### src/rtl/mem_port_arbiter_pkg.sv
// Shared types and constants for the unified memory-port arbiter.
// Holds the arbiter state encoding and default timing limits.
package mem_port_arbiter_pkg;

  localparam int ARB_STATE_LEN        = 2;
  localparam int DEFAULT_TIMEOUT      = 255;
  localparam int DEFAULT_STARVE_LIMIT = 4;
  localparam int WDOG_W               = 8;

  typedef enum logic [ARB_STATE_LEN-1:0] {
    ARB_IDLE   = 2'd0,
    ARB_WAIT_I = 2'd1,
    ARB_WAIT_D = 2'd2,
    ARB_RESP   = 2'd3
  } arb_state_t;

  typedef enum logic {
    OWNER_I = 1'b0,
    OWNER_D = 1'b1
  } arb_owner_t;

  function automatic logic is_wait(input arb_state_t s);
    return (s == ARB_WAIT_I) || (s == ARB_WAIT_D);
  endfunction

endpackage

### src/rtl/mem_port_arbiter_if.sv
// Requester and memory-side signals of the arbiter, bundled as one interface.
// The master modport is the arbiter's view; slave is the surrounding system's view.
interface mem_port_arbiter_if #(
  parameter int ADDR_W = 32,
  parameter int DATA_W = 32
);

  logic              i_req;
  logic [ADDR_W-1:0] i_addr;
  logic              i_ack;
  logic [DATA_W-1:0] i_rdata;

  logic              d_req;
  logic              d_we;
  logic [ADDR_W-1:0] d_addr;
  logic [DATA_W-1:0] d_wdata;
  logic              d_ack;
  logic [DATA_W-1:0] d_rdata;

  logic              mem_req;
  logic              mem_we;
  logic [ADDR_W-1:0] mem_addr;
  logic [DATA_W-1:0] mem_wdata;
  logic              mem_ready;
  logic [DATA_W-1:0] mem_rdata;

  logic              err;
  logic              busy;

  modport master (
    input  i_req, i_addr, d_req, d_we, d_addr, d_wdata, mem_ready, mem_rdata,
    output i_ack, i_rdata, d_ack, d_rdata, mem_req, mem_we, mem_addr, mem_wdata,
           err, busy
  );

  modport slave (
    output i_req, i_addr, d_req, d_we, d_addr, d_wdata, mem_ready, mem_rdata,
    input  i_ack, i_rdata, d_ack, d_rdata, mem_req, mem_we, mem_addr, mem_wdata,
           err, busy
  );

endinterface

### src/rtl/mem_port_arbiter_wdog.sv
// Watchdog for a pending memory request: counts wait cycles and flags the
// TIMEOUT-th one so the arbiter can abort unless mem_ready arrives in it.
module mem_arb_wdog
  import mem_port_arbiter_pkg::*;
#(
  parameter int TIMEOUT = DEFAULT_TIMEOUT
) (
  input  logic clk,
  input  logic rst_n,
  input  logic clear,
  input  logic en,
  output logic expired
);

  localparam logic [WDOG_W-1:0] LAST = WDOG_W'(TIMEOUT - 1);

  logic [WDOG_W-1:0] cnt_q;

  // cnt_q holds the number of wait cycles already completed before this one
  always_ff @(posedge clk or negedge rst_n) begin
    if (!rst_n) begin
      cnt_q <= '0;
    end else if (clear) begin
      cnt_q <= '0;
    end else if (en && (cnt_q != LAST)) begin
      cnt_q <= cnt_q + WDOG_W'(1);
    end
  end

  assign expired = en && (cnt_q == LAST);

endmodule

### src/rtl/mem_port_arbiter.sv
// Shares one memory port between instruction fetch and data access, with a
// fetch starvation guard and a watchdog that aborts hung memory requests.
module mem_port_arbiter
  import mem_port_arbiter_pkg::*;
#(
  parameter int ADDR_W       = 32,
  parameter int DATA_W       = 32,
  parameter int STARVE_LIMIT = DEFAULT_STARVE_LIMIT,
  parameter int TIMEOUT      = DEFAULT_TIMEOUT
) (
  input logic               clk,
  input logic               rst_n,
  mem_port_arbiter_if.master bus
);

  localparam int                  STARVE_W   = $clog2(STARVE_LIMIT + 1);
  localparam logic [STARVE_W-1:0] STARVE_MAX = STARVE_W'(STARVE_LIMIT);

  arb_state_t         state_q;
  arb_state_t         state_d;
  arb_owner_t         owner_q;
  logic               grant_i;
  logic               grant_d;
  logic               in_wait;
  logic               in_resp;
  logic               wd_clear;
  logic               wd_expired;
  logic               starved;
  logic               we_q;
  logic               err_q;
  logic [ADDR_W-1:0]  addr_q;
  logic [DATA_W-1:0]  wdata_q;
  logic [DATA_W-1:0]  rdata_q;
  logic [STARVE_W-1:0] starve_q;

  assign in_wait  = is_wait(state_q);
  assign in_resp  = (state_q == ARB_RESP);
  assign wd_clear = !in_wait;
  assign starved  = bus.i_req && (starve_q == STARVE_MAX);

  mem_arb_wdog #(
    .TIMEOUT (TIMEOUT)
  ) u_wdog (
    .clk     (clk),
    .rst_n   (rst_n),
    .clear   (wd_clear),
    .en      (in_wait),
    .expired (wd_expired)
  );

  always_ff @(posedge clk or negedge rst_n) begin
    if (!rst_n) begin
      state_q <= ARB_IDLE;
    end else begin
      state_q <= state_d;
    end
  end

  // Data wins ties unless fetch has already lost STARVE_LIMIT times in a row
  always_comb begin
    state_d = state_q;
    grant_i = 1'b0;
    grant_d = 1'b0;
    case (state_q)
      ARB_IDLE: begin
        if (bus.d_req && !starved) begin
          grant_d = 1'b1;
          state_d = ARB_WAIT_D;
        end else if (bus.i_req) begin
          grant_i = 1'b1;
          state_d = ARB_WAIT_I;
        end
      end
      ARB_WAIT_I, ARB_WAIT_D: begin
        if (bus.mem_ready || wd_expired) begin
          state_d = ARB_RESP;
        end
      end
      ARB_RESP: begin
        state_d = ARB_IDLE;
      end
      default: begin
        state_d = ARB_IDLE;
      end
    endcase
  end

  always_ff @(posedge clk or negedge rst_n) begin
    if (!rst_n) begin
      owner_q <= OWNER_I;
      addr_q  <= '0;
      we_q    <= 1'b0;
      wdata_q <= '0;
    end else if (grant_d || grant_i) begin
      owner_q <= grant_d ? OWNER_D : OWNER_I;
      addr_q  <= grant_d ? bus.d_addr : bus.i_addr;
      we_q    <= grant_d && bus.d_we;
      wdata_q <= grant_d ? bus.d_wdata : '0;
    end
  end

  // A ready in the expiring cycle still counts as success
  always_ff @(posedge clk or negedge rst_n) begin
    if (!rst_n) begin
      rdata_q <= '0;
      err_q   <= 1'b0;
    end else if (in_wait) begin
      if (bus.mem_ready) begin
        rdata_q <= we_q ? '0 : bus.mem_rdata;
        err_q   <= 1'b0;
      end else if (wd_expired) begin
        rdata_q <= '0;
        err_q   <= 1'b1;
      end
    end else if (in_resp) begin
      rdata_q <= '0;
      err_q   <= 1'b0;
    end
  end

  always_ff @(posedge clk or negedge rst_n) begin
    if (!rst_n) begin
      starve_q <= '0;
    end else if (grant_i) begin
      starve_q <= '0;
    end else if (grant_d && bus.i_req && (starve_q != STARVE_MAX)) begin
      starve_q <= starve_q + STARVE_W'(1);
    end
  end

  assign bus.mem_req   = in_wait;
  assign bus.mem_we    = in_wait && we_q;
  assign bus.mem_addr  = in_wait ? addr_q : '0;
  assign bus.mem_wdata = in_wait ? wdata_q : '0;

  assign bus.i_ack   = in_resp && (owner_q == OWNER_I);
  assign bus.d_ack   = in_resp && (owner_q == OWNER_D);
  assign bus.i_rdata = bus.i_ack ? rdata_q : '0;
  assign bus.d_rdata = bus.d_ack ? rdata_q : '0;
  assign bus.err     = in_resp && err_q;
  assign bus.busy    = (state_q != ARB_IDLE);

endmodule

### src/flat_wrapper.sv
// flat-port wrapper written by rule: the top's interface ports become plain ports
module mem_port_arbiter_flat import mem_port_arbiter_pkg::*;
#(
  parameter int ADDR_W       = 32,
  parameter int DATA_W       = 32,
  parameter int STARVE_LIMIT = DEFAULT_STARVE_LIMIT,
  parameter int TIMEOUT      = DEFAULT_TIMEOUT
)
  (clk, rst_n, bus_i_req, bus_i_addr, bus_d_req, bus_d_we, bus_d_addr, bus_d_wdata, bus_mem_ready, bus_mem_rdata, bus_i_ack, bus_i_rdata, bus_d_ack, bus_d_rdata, bus_mem_req, bus_mem_we, bus_mem_addr, bus_mem_wdata, bus_err, bus_busy);
  mem_port_arbiter_if #(.ADDR_W(ADDR_W), .DATA_W(DATA_W)) bus_i ();
  input logic clk;
  input logic rst_n;
  input wire logic [$bits(bus_i.i_req)-1:0] bus_i_req;
  input wire logic [$bits(bus_i.i_addr)-1:0] bus_i_addr;
  input wire logic [$bits(bus_i.d_req)-1:0] bus_d_req;
  input wire logic [$bits(bus_i.d_we)-1:0] bus_d_we;
  input wire logic [$bits(bus_i.d_addr)-1:0] bus_d_addr;
  input wire logic [$bits(bus_i.d_wdata)-1:0] bus_d_wdata;
  input wire logic [$bits(bus_i.mem_ready)-1:0] bus_mem_ready;
  input wire logic [$bits(bus_i.mem_rdata)-1:0] bus_mem_rdata;
  output wire logic [$bits(bus_i.i_ack)-1:0] bus_i_ack;
  output wire logic [$bits(bus_i.i_rdata)-1:0] bus_i_rdata;
  output wire logic [$bits(bus_i.d_ack)-1:0] bus_d_ack;
  output wire logic [$bits(bus_i.d_rdata)-1:0] bus_d_rdata;
  output wire logic [$bits(bus_i.mem_req)-1:0] bus_mem_req;
  output wire logic [$bits(bus_i.mem_we)-1:0] bus_mem_we;
  output wire logic [$bits(bus_i.mem_addr)-1:0] bus_mem_addr;
  output wire logic [$bits(bus_i.mem_wdata)-1:0] bus_mem_wdata;
  output wire logic [$bits(bus_i.err)-1:0] bus_err;
  output wire logic [$bits(bus_i.busy)-1:0] bus_busy;
  assign bus_i.i_req = bus_i_req;
  assign bus_i.i_addr = bus_i_addr;
  assign bus_i.d_req = bus_d_req;
  assign bus_i.d_we = bus_d_we;
  assign bus_i.d_addr = bus_d_addr;
  assign bus_i.d_wdata = bus_d_wdata;
  assign bus_i.mem_ready = bus_mem_ready;
  assign bus_i.mem_rdata = bus_mem_rdata;
  assign bus_i_ack = bus_i.i_ack;
  assign bus_i_rdata = bus_i.i_rdata;
  assign bus_d_ack = bus_i.d_ack;
  assign bus_d_rdata = bus_i.d_rdata;
  assign bus_mem_req = bus_i.mem_req;
  assign bus_mem_we = bus_i.mem_we;
  assign bus_mem_addr = bus_i.mem_addr;
  assign bus_mem_wdata = bus_i.mem_wdata;
  assign bus_err = bus_i.err;
  assign bus_busy = bus_i.busy;
  mem_port_arbiter #(.ADDR_W(ADDR_W), .DATA_W(DATA_W), .STARVE_LIMIT(STARVE_LIMIT), .TIMEOUT(TIMEOUT)) u_core (.clk(clk), .rst_n(rst_n), .bus(bus_i));
endmodule
### config.mk
export PLATFORM = sky130hd
export DESIGN_NAME = mem_port_arbiter_flat
export DESIGN_NICKNAME = d
export VERILOG_FILES = /design/src/rtl/mem_port_arbiter_pkg.sv /design/src/rtl/mem_port_arbiter_if.sv /design/src/rtl/mem_port_arbiter_wdog.sv /design/src/rtl/mem_port_arbiter.sv /design/src/flat_wrapper.sv
export SDC_FILE = /design/constraint.sdc
export NUM_CORES = 1
export LEC_CHECK = 0
export ABC_AREA = 1
export CAP_MARGIN = 20
export CORE_ASPECT_RATIO = 0.6
export CORE_UTILIZATION = 40
export CTS_BUF_LIST = sky130_fd_sc_hd__clkbuf_4
export DETAILED_ROUTE_END_ITERATION = 8
export GPL_TIMING_DRIVEN = 0
export PLACE_DENSITY = 0.79
export SLEW_MARGIN = 0
export SYNTH_ARGS = -nofsm -noshare
export SYNTH_HDL_FRONTEND = slang
export SYNTH_HIERARCHICAL = 1
export SYNTH_SLANG_ARGS = --single-unit
### constraint.sdc
create_clock -name clk -period 1.6 [get_ports clk]
set_input_delay 0.16 -clock clk [delete_from_list [all_inputs] [get_ports clk]]
set_output_delay 0.16 -clock clk [all_outputs]
set_load 0.05 [all_outputs]
Word-level counts from Yosys, hierarchy flattened. Index checks and enable logic that the tools add are counted.

Output and inout port bits: 134. Register bits: 112. Input port bits: 134. Logic and storage cells: 74.

Reduce and logical (&&, ||, !) cells: 22. $add $sub $neg: 2. Mux-type cells: 29. Bitwise gates (word level): 1. Equal/unequal tests: 11.

Operator list (count): $mux W32 (11); $mux W8 (2); $logic_and A1 B1 Y1 (11); $mux W1 (10); $add A8 B1 Y8 const B (1); $eq A8 B8 Y1 const B (1); $ne A8 B8 Y1 const B (1); $mux W2 (3); $mux W3 (2); $ne A3 B3 Y1 const B (2); $pmux W2 S3 (1); $reduce_bool A2 Y1 (3); $eq A2 B2 Y1 const B (2); $reduce_and A2 Y1 (2); $add A3 B1 Y3 const B (1); $eq A3 B3 Y1 const B (1); $logic_or A1 B1 Y1 (3); $ne A3 B2 Y1 const B (1); $eq A2 B1 Y1 const B (1); $logic_not A2 Y1 (1); $ne A2 B1 Y1 const B (1); $ne A2 B2 Y1 const B (1); $reduce_or A2 Y1 (1); $logic_not A1 Y1 (1); $not A1 Y1 (1).

Logic depth before layout (Yosys ltp).
Depth after elaboration: 10. Gate-level depth with buffers: 13. Depth with buffers taken out: 12.

Hierarchy. Netlist, hierarchy kept.

By module, submodules not included: mem_port_arbiter (area an instance 5760.5 sq um, seq. area each 2602.5 sq um, times used 1, cells each 856); mem_arb_wdog (area an instance 521.8 sq um, seq. area each 200.2 sq um, times used 1, cells each 72).

Worst setup path after synthesis. Ideal clock, no wire load.

Kind: register to output. Start point: reg u_core.state_q[0]. End point: out bus_mem_wdata[10]. Slack: -0.677 ns. Cell stages (with the launch flop): 8. Arrival: 2.117 ns. Buffers on the path: 3. Data required time: 1.440 ns. Cell sequence: dfrtp_1 -> inv_1 -> ha_1 -> buf_2 -> buf_2 -> buf_1 -> nand2_1 -> inv_1.

Longest elaborated chain between the ends: 3. Elaborated cells on any way between the ends: 4. Those cells by class: 2 x eq/ne; 1 x mux; 1 x reduce/logical.

RTL lines: from (decl) (line mem_port_arbiter.sv:19) `arb_state_t state_q;`; from (signal assigned) (line mem_port_arbiter.sv:55) `state_q <= state_d;`; $eq A2 B1 Y1 or $eq A2 B2 Y1 (tied branches) (line mem_port_arbiter_pkg.sv:23) `return (s == ARB_WAIT_I) || (s == ARB_WAIT_D);`; $logic_or A1 B1 Y1 (*) (line mem_port_arbiter_pkg.sv:23); via bus_mem_req (line flat_wrapper.sv:25) `output wire logic [$bits(bus_i.mem_req)-1:0] bus_mem_req;`; $mux W32 (*) (line mem_port_arbiter.sv:134) `assign bus.mem_wdata = in_wait ? wdata_q : '0;`; to (decl) (line flat_wrapper.sv:28) `output wire logic [$bits(bus_i.mem_wdata)-1:0] bus_mem_wdata;`.

The timed path passes the listed nets; every way through them passes the cells marked *.

Worst setup path after layout.
Start point: reg u_core.state_q[0]. End point: out bus_mem_wdata[2].

Longest elaborated chain between the ends: 3. Elaborated cells on any way between the ends: 4. Those cells by class: 2 x eq/ne; 1 x mux; 1 x reduce/logical.

RTL lines (line): $eq A2 B1 Y1 or $eq A2 B2 Y1 (tied branches) (mem_port_arbiter_pkg.sv:23); $logic_or A1 B1 Y1 (*) (mem_port_arbiter_pkg.sv:23); $mux W32 (*) (mem_port_arbiter.sv:134).

Every way passes the cells marked *; elsewhere a longest branch is shown, timed or not.

==> flow_summary.rst <==
.. list-table::
   :header-rows: 1

   * - Metric
     - Value
   * - Global route overflow
     - 0
   * - Number of vias per cell after detailed routing
     - 4.73
   * - Pin count of the biggest net entering global routing
     - 85
   * - Die Area
     - 0.0162 sq mm
   * - Synth unique cells
     - 23
   * - Worst min path class
     - primary input to asynchronous set/reset pin
   * - Remaining antenna violation count after routing
     - 0
   * - Final hold violation count
     - 0
   * - Number of antenna violations at the first check in global routing
     - 0
   * - Yosys Warn Count
     - 6
   * - Iteration count of the initial detailed-routing pass
     - 5
   * - Port bufs
     - 266
   * - Clk Latency, worst-skew pair
     - 480 ps
   * - Boundary pin count
     - 268
   * - Iter 0 DRT Violations
     - 328
   * - Fillcell total
     - 1249
   * - NumNets Final
     - 1374
   * - Routed wirelength normalized by instance count
     - 14.5 um
   * - CTS clk-pin slew, worst paths
     - 190 ps
   * - Number of global-route vias before repair
     - 6247
   * - Crit path max fanout
     - 6
   * - Leading post-synthesis cells by instance count
     - nand2_1 (300), inv_1 (214), dfrtp_1 (112)
   * - Final standard cell count with taps included and fillers excluded
     - 1442
   * - Pre-CTS setup slack
     - -770 ps
   * - Proportion of synthesized chip area in sequential cells
     - 0.446
   * - Worst slew pin tran
     - 461 ps
   * - Total vias in the final route
     - 6823
   * - HPWL after DPL
     - 15.1 mm
   * - Worst setup EP type
     - primary output
   * - Number of standard-cell rows in the floorplan
     - 35
   * - Global placement routability congestion
     - 0.937
   * - Min setup slack post-route
     - -599 ps
   * - Final period util
     - 1.37
   * - Total number of clock tree sinks
     - 112
   * - Biggest area consumer among synthesized cells
     - dfrtp_1
   * - Global routing usage summed across all routing layers
     - 0.254
   * - Outcome
     - finished, violations left
   * - Pleak
     - 0.00537 uW
   * - Type of element launching the critical path
     - register
   * - Data arrival, critical path
     - 2040 ps
   * - Share of flip-flops with an asynchronous set or reset after synthesis
     - 1.00
   * - Initial standard-cell utilization of the core
     - 0.410
   * - Placeable core region
     - 0.0153 sq mm
   * - Mapped cell area
     - 0.00628 sq mm
   * - Dominant synthesized flop cell
     - dfrtp_1
   * - #FFs+latches synth
     - 112
   * - Global-route wire length before repair
     - 32.0 mm
   * - Worst-case headroom to the max-slew limit
     - 0.693
   * - Instance count of the mapped netlist
     - 928
   * - Pins over their slew limit
     - 0
   * - Maximum number of buffers from clock root to sink
     - 2
   * - Post-route DRC violation count
     - 0
   * - Areal power density over the cells
     - 2290 mW/mm^2
   * - Clock tree from TritonCTS
     - yes
   * - Detailed-route wire length
     - 21.0 mm
   * - Synth top area cells
     - dfrtp_1 (45%), nand2_1 (18%), inv_1 (13%), nor2_1 (4.6%), o21ai_0 (4.5%)
   * - Cell with the most instances after synthesis
     - nand2_1
   * - RSZ-0062 raised after global routing
     - true
   * - Placed cell count
     - 1398
   * - Mean Syn Cell Area
     - 6.77 sq um
   * - Type of the setup path with the least slack
     - register to primary output
   * - Clock Skews
     - 34.3 ps
   * - Final worst path period need
     - 2200 ps
   * - Max-cap violations
     - 0
   * - Clk Tree Root Cell
     - clkbuf_4
   * - Maximum frequency from static timing analysis
     - 0.455 GHz
   * - Vertical die dimension
     - 99.1 um
   * - Proportion of layout cells with a drive suffix above 1
     - 0.316
   * - Horizontal extent of the die
     - 164 um
   * - Antenna Cells
     - 0
   * - Final core utilization
     - 0.703
   * - Endpoint required time on the critical path
     - 1440 ps
   * - Violations in the final reports
     - setup timing
   * - Share of the synthesized area in the top cell type
     - 0.446
   * - Number of enable-type register cells in the synthesized netlist
     - 0
   * - Number of nets produced by synthesis
     - 1068
   * - Clock buffer count from CTS
     - 9
   * - CTS H-Tree Depth
     - 3
   * - Max IR drop VDD
     - 2.11 mV
   * - Area growth syn-to-layout
     - 71.4%
   * - Setup violators final
     - 192
-- flip-flops by register name, indices dropped and copies added, names as in the netlist --
name,cells
u_core/addr_q,32
u_core/rdata_q,32
u_core/wdata_q,32
u_core/u_wdog/cnt_q,8
u_core/starve_q,3
u_core/state_q,2
u_core/err_q,1
u_core/owner_q,1
u_core/we_q,1
-- critical path: stages (launching register included) --
cell and delay, ps:
dfrtp_1 440, inv_2 60, ha_4 240, buf_8 130, buf_12 140, buf_12 120
buf_12 130, nand2_4 60, clkinvlp_4 80, buf_8 150
-- layer usage --
metal / up-vias / track usage / routed length [um]
met5: - / 0 / 0
met4: 0 / 0.0534 / 270
met3: 19 / 0.0715 / 1710
met2: 255 / 0.438 / 10300
met1: 3193 / 0.316 / 8710
li1: 3356 / - / -
-- power by group --
group | total [uW] | switching, uW | internal (uW)
registers | 5120 | 1060 | 4060
clock network | 1410 | 1050 | 363
logic | 18100 | 10700 | 7360
-- kinds of logic after synthesis --
family	count (synthesis)	synth area share
buffers and inverters	269	0.170
adder cells (fa/ha/maj)	6	0.0119
XOR/XNOR	4	0.00558
flip-flops	112	0.446
AND/OR/NAND/NOR	461	0.306
AO/OA/AOI/OAI	76	0.0605
-- area by class of cell --
cell class              instances  area [sq um]  area share
repair buffers                295          3080       0.286
multi-input cells             547          2950       0.274
flip-flops and latches        112          2800       0.260
inverters                     217          1050      0.0975
plain buffers                  52           487      0.0452
well taps                     203           254      0.0236
clock inverters                 7          72.6     0.00674
clock buffers                   9          67.6     0.00627
-- per-stage QoR --
stage | hold WS (ps) | TNS (ps) | instance area [sq um] | power, uW
after global routing | 64.0 | -97130 | 10800 | 26000
after CTS | 61.9 | -85740 | 10200 | 22800
after floorplan | -136 | -6550 | 6770 | 14700
final | 92.2 | -73750 | 10800 | 24600
after detailed placement | 53.2 | -113520 | 9710 | 18800
after global placement | 462 | -563660 | 9680 | 18600
-- worst paths after layout --
path | start | to | slack [ps] | cells past startpoint
setup / recovery | u_core/state_q[0] | bus_mem_wdata[2] | -600 | 9
hold / removal | rst_n | u_core/addr_q[11] | 90 | 2
setup reg to reg | u_core/state_q[0] | u_core/rdata_q[15] | -340 | 10
hold reg to reg | u_core/addr_q[31] | u_core/addr_q[31] | 500 | 2
max in group asynchronous | rst_n | u_core/rdata_q[6] | 820 | 3
min in group clk | bus_d_req | u_core/addr_q[1] | 170 | 4
-- what timing repair did --
| action | in CTS | in global routing |
|---|---|---|
| hold endpoints to repair | 112 | 0 |
| gates cloned | 4 | 3 |
| hold buffers | 1 | 0 |
| pin swaps | 1 | 8 |
| resized for setup | 956 | 109 |
| endpoints found under the setup margin | 238 | 243 |
| buffers inserted | 8 | 12 |
-- cell usage in the layout, fill, tap and decap left out, types with 36 or more instances in the layout --
cell / netlist / layout
nand2_1: 300 / 221
inv_1: 214 / 146
clkdlybuf4s50_1: 0 / 131
dfrtp_1: 112 / 111
buf_4: 9 / 86
nor2_1: 77 / 74
clkinvlp_4: 0 / 61
nand2_4: 1 / 51
buf_8: 0 / 44
o21ai_0: 56 / 39
nand3_1: 39 / 39
buf_6: 0 / 37
nand4_1: 36 / 36
(Power assumes the default switching activity.)
==> RTL edit (same settings) <==
The 4 states of `arb_state_t` get a one-hot encoding in 4 bits.
--- a/src/rtl/mem_port_arbiter_pkg.sv
+++ b/src/rtl/mem_port_arbiter_pkg.sv
@@ -7,11 +7,11 @@
   localparam int DEFAULT_STARVE_LIMIT = 4;
   localparam int WDOG_W               = 8;
 
-  typedef enum logic [ARB_STATE_LEN-1:0] {
-    ARB_IDLE   = 2'd0,
-    ARB_WAIT_I = 2'd1,
-    ARB_WAIT_D = 2'd2,
-    ARB_RESP   = 2'd3
+  typedef enum logic [3:0] {
+    ARB_IDLE   = 4'b0001,
+    ARB_WAIT_I = 4'b0010,
+    ARB_WAIT_D = 4'b0100,
+    ARB_RESP   = 4'b1000
   } arb_state_t;
 
   typedef enum logic {
Check against the original RTL: same outputs for any inputs over 10 cycles, from zero or initial values and one cycle with rst_n low; not proved beyond that.
==> RTL edit against the original RTL <==
- the run still ends with negative setup slack left
- via count is 1.1% higher
- worst setup slack better by 150 ps
- power is 27% lower
- routed wire length is 9.2% higher
- synthesized cell count is 3.4% lower
- global-route usage hardly changed
- cell area is 9.2% higher
- core utilization is 9.4 points higher
- sequential cell count is 2 higher
- combinational power is 38% lower
- area after synthesis is 1.8% lower
- first-iteration DRC count is 20% higher
- critical endpoint is now bus_d_rdata[8]
==> RTL edit: results (changes against the original RTL) <==
| Metric | Value |
|---|---|
| Status | complete, but fails checks (unchanged) |
| Violated checks | negative setup slack (unchanged) |
| Met1 Routed Length | 9.55 mm (was 8.71 mm) |
| Clock Pin Slew Worst Setup and Hold Paths | 110 ps (was 190 ps) |
| DP Wirelength | 14.4 mm (was 15.1 mm) |
| Min-Delay Path Class | primary input to async pin (unchanged) |
| Number of global-route vias before repair | 6268 (was 6247) |
| Tot GR Track Use | 25.4% (about the same) |
| Fraction of layout cells with a size suffix above 1 | 38.4% (was 31.6%) |
| Later-pin clock latency in the skew report | 500 ps (was 480 ps) |
| Max layer used | met4 (unchanged) |
| Initial antenna violation count | 0 (unchanged) |
| Detailed route wirelength on metal2 | 11.3 mm (was 10.3 mm) |
| Antenna Cells | 0 (unchanged) |
| CTS root buffer | clkbuf_4 (unchanged) |
| GRT overflow | 0 (unchanged) |
| H-tree depth | 4 (was 3) |
| First-pass GRT wire length | 31.6 mm (was 32.0 mm) |
| Leakage power | 5.58 nW (was 5.37 nW) |
| Core Box Area | 14800 µm² (was 15300 µm²) |
| Worst Slack Setup Final | -445 ps (was -599 ps) |
| Synth warnings | 6 (unchanged) |
| Most frequent cells after synthesis | 264 x nand2_1, 177 x inv_1, 147 x nor2_1 (was 300 x nand2_1, 214 x inv_1, 112 x dfrtp_1) |
| WL per Instance | 15.9 µm (was 14.5 µm) |
| Mux share of post-synthesis cell area | 0% (unchanged) |
| Initial DRC Count | 395 (was 328) |
| Met3 WL | 1.77 mm (was 1.71 mm) |
| Post-synth top flop | dfrtp_1 (unchanged) |
| Max Buffers Root-to-Sink | 2 (unchanged) |
| Crit-path slowest cell | dfrtp_2 (was dfrtp_1) |
| Synth area leaders | dfrtp_1 46%, nand2_1 16%, inv_1 11%, nor2_1 8.9%, nand3_1 6.3% (was dfrtp_1 45%, nand2_1 18%, inv_1 13%, nor2_1 4.6%, o21ai_0 4.5%) |
| Syn Nets | 1034 (was 1068) |
| CP max FO | 10 (was 6) |
| Via density | 4.79 (was 4.73) |
| Synth Area in XOR/XNOR | 0.568% (was 0.558%) |
| FFs w/ async S/R, synth | 100% (unchanged) |
| Final nets | 1368 (was 1374) |
| Worst-Margin Slew | 498 ps (was 461 ps) |
| Regs by FF count | u_core/addr_q: 32 flops, u_core/rdata_q: 32 flops, u_core/wdata_q: 32 flops (unchanged) |
| CTS buffer count | 17 (was 9) |
| Largest net degree at the start of global routing | 65 (was 85) |
| Register area share after synthesis | 46.2% (was 44.6%) |
| Synth Area in Compound Gates | 3.30% (was 6.05%) |
| Max incr delay on CP | 460 ps (was 440 ps) |
| Port bufs | 267 (was 266) |
| Worst VDD drop | 0.849 mV (was 2.11 mV) |
| Max Clock Skew | 20.9 ps (was 34.3 ps) |
| Routability cong. | 0.862 (was 0.937) |
| Synth Area in Adders | 0.811% (was 1.19%) |
| Yosys cell types | 26 (was 23) |
| Drt first pass iters | 5 (unchanged) |
| Setup-failing EPs final | 194 (was 192) |
| CP arrival | 1880 ps (was 2040 ps) |
[RTL edit: cell type report]
cell class / instances / area, µm²
plain buffers: 41 / 561
fillers: 958 / 3010
flip-flops and latches: 114 / 2860
multi-input cells: 556 / 3520
well taps: 198 / 248
inverters: 185 / 743
clock buffers: 17 / 128
clock inverters: 13 / 121
repair buffers: 315 / 3580
[RTL edit: critical path: cells and delay by family, from the launching register on]
family / cells / cell delay [ps]
DFF: 1 / 460
and+or+nand+nor: 4 / 500
buffers and inverters: 3 / 440
[RTL edit: what timing repair did]
item,in CTS,in global routing
setup endpoints to repair,208,241
pin swaps,9,26
buffers inserted,4,29
hold buffers,1,0
gates resized for setup,937,326
hold endpoints to repair,50,0
cloned,0,15
[RTL edit: final timing paths]
| path | startpoint | end | slack, ps | cells past startpoint |
|---|---|---|---|---|
| setup / recovery | u_core/state_q[2] | bus_d_rdata[8] | -440 | 7 |
| hold / removal | rst_n | u_core/wdata_q[16] | 150 | 2 |
| setup reg to reg | u_core/state_q[0] | u_core/rdata_q[29] | -210 | 12 |
| hold reg to reg | u_core/addr_q[2] | u_core/addr_q[2] | 490 | 2 |
| max in group asynchronous | rst_n | u_core/state_q[0] | 710 | 3 |
| min in group clk | bus_mem_rdata[17] | u_core/rdata_q[17] | 180 | 3 |
[RTL edit: report_power, final]
group	leakage [nW]	switching, W	total, W	internal [W]
clock network	0.129	0.00109	0.00198	0.000882
registers	1.47	0.000698	0.00474	0.00405
logic	3.98	0.00676	0.0112	0.00448
total	5.58	0.00855	0.0180	0.00940
[RTL edit: per-layer routing]
metal | global-route usage (%) | vias to the layer above
li1 | - | 3301
met1 | 33.2 | 3295
met2 | 41.3 | 279
met3 | 8.41 | 23
met4 | 4.93 | 0
met5 | 0 | -
[RTL edit: per-stage QoR]
| step | TNS (ps) | cells | setup slack (ps) | hold WS, ps | cell area, µm² |
|---|---|---|---|---|---|
| 5_1_grt | -82350 | 1439 | -562 | 111 | 11800 |
| 3_3_place_gp | -570560 | 1361 | -4170 | 453 | 9730 |
| 6_report | -58820 | 1439 | -445 | 146 | 11800 |
| 3_5_place_dp | -102090 | 1362 | -798 | 148 | 9760 |
| 2_1_floorplan | -23420 | 896 | -200 | -136 | 6810 |
| 4_1_cts | -62540 | 1397 | -496 | 140 | 10200 |
[RTL edit: cells by family (layout without fill, tap and decap cells)]
group                    after synthesis  after routing
AO/OA/AOI/OAI                         40             40
XOR/XNOR                               4              4
adder cells (fa/ha/maj)                4              4
buffers and inverters                227            571
flip-flops                           114            114
AND/OR/NAND/NOR                      507            508
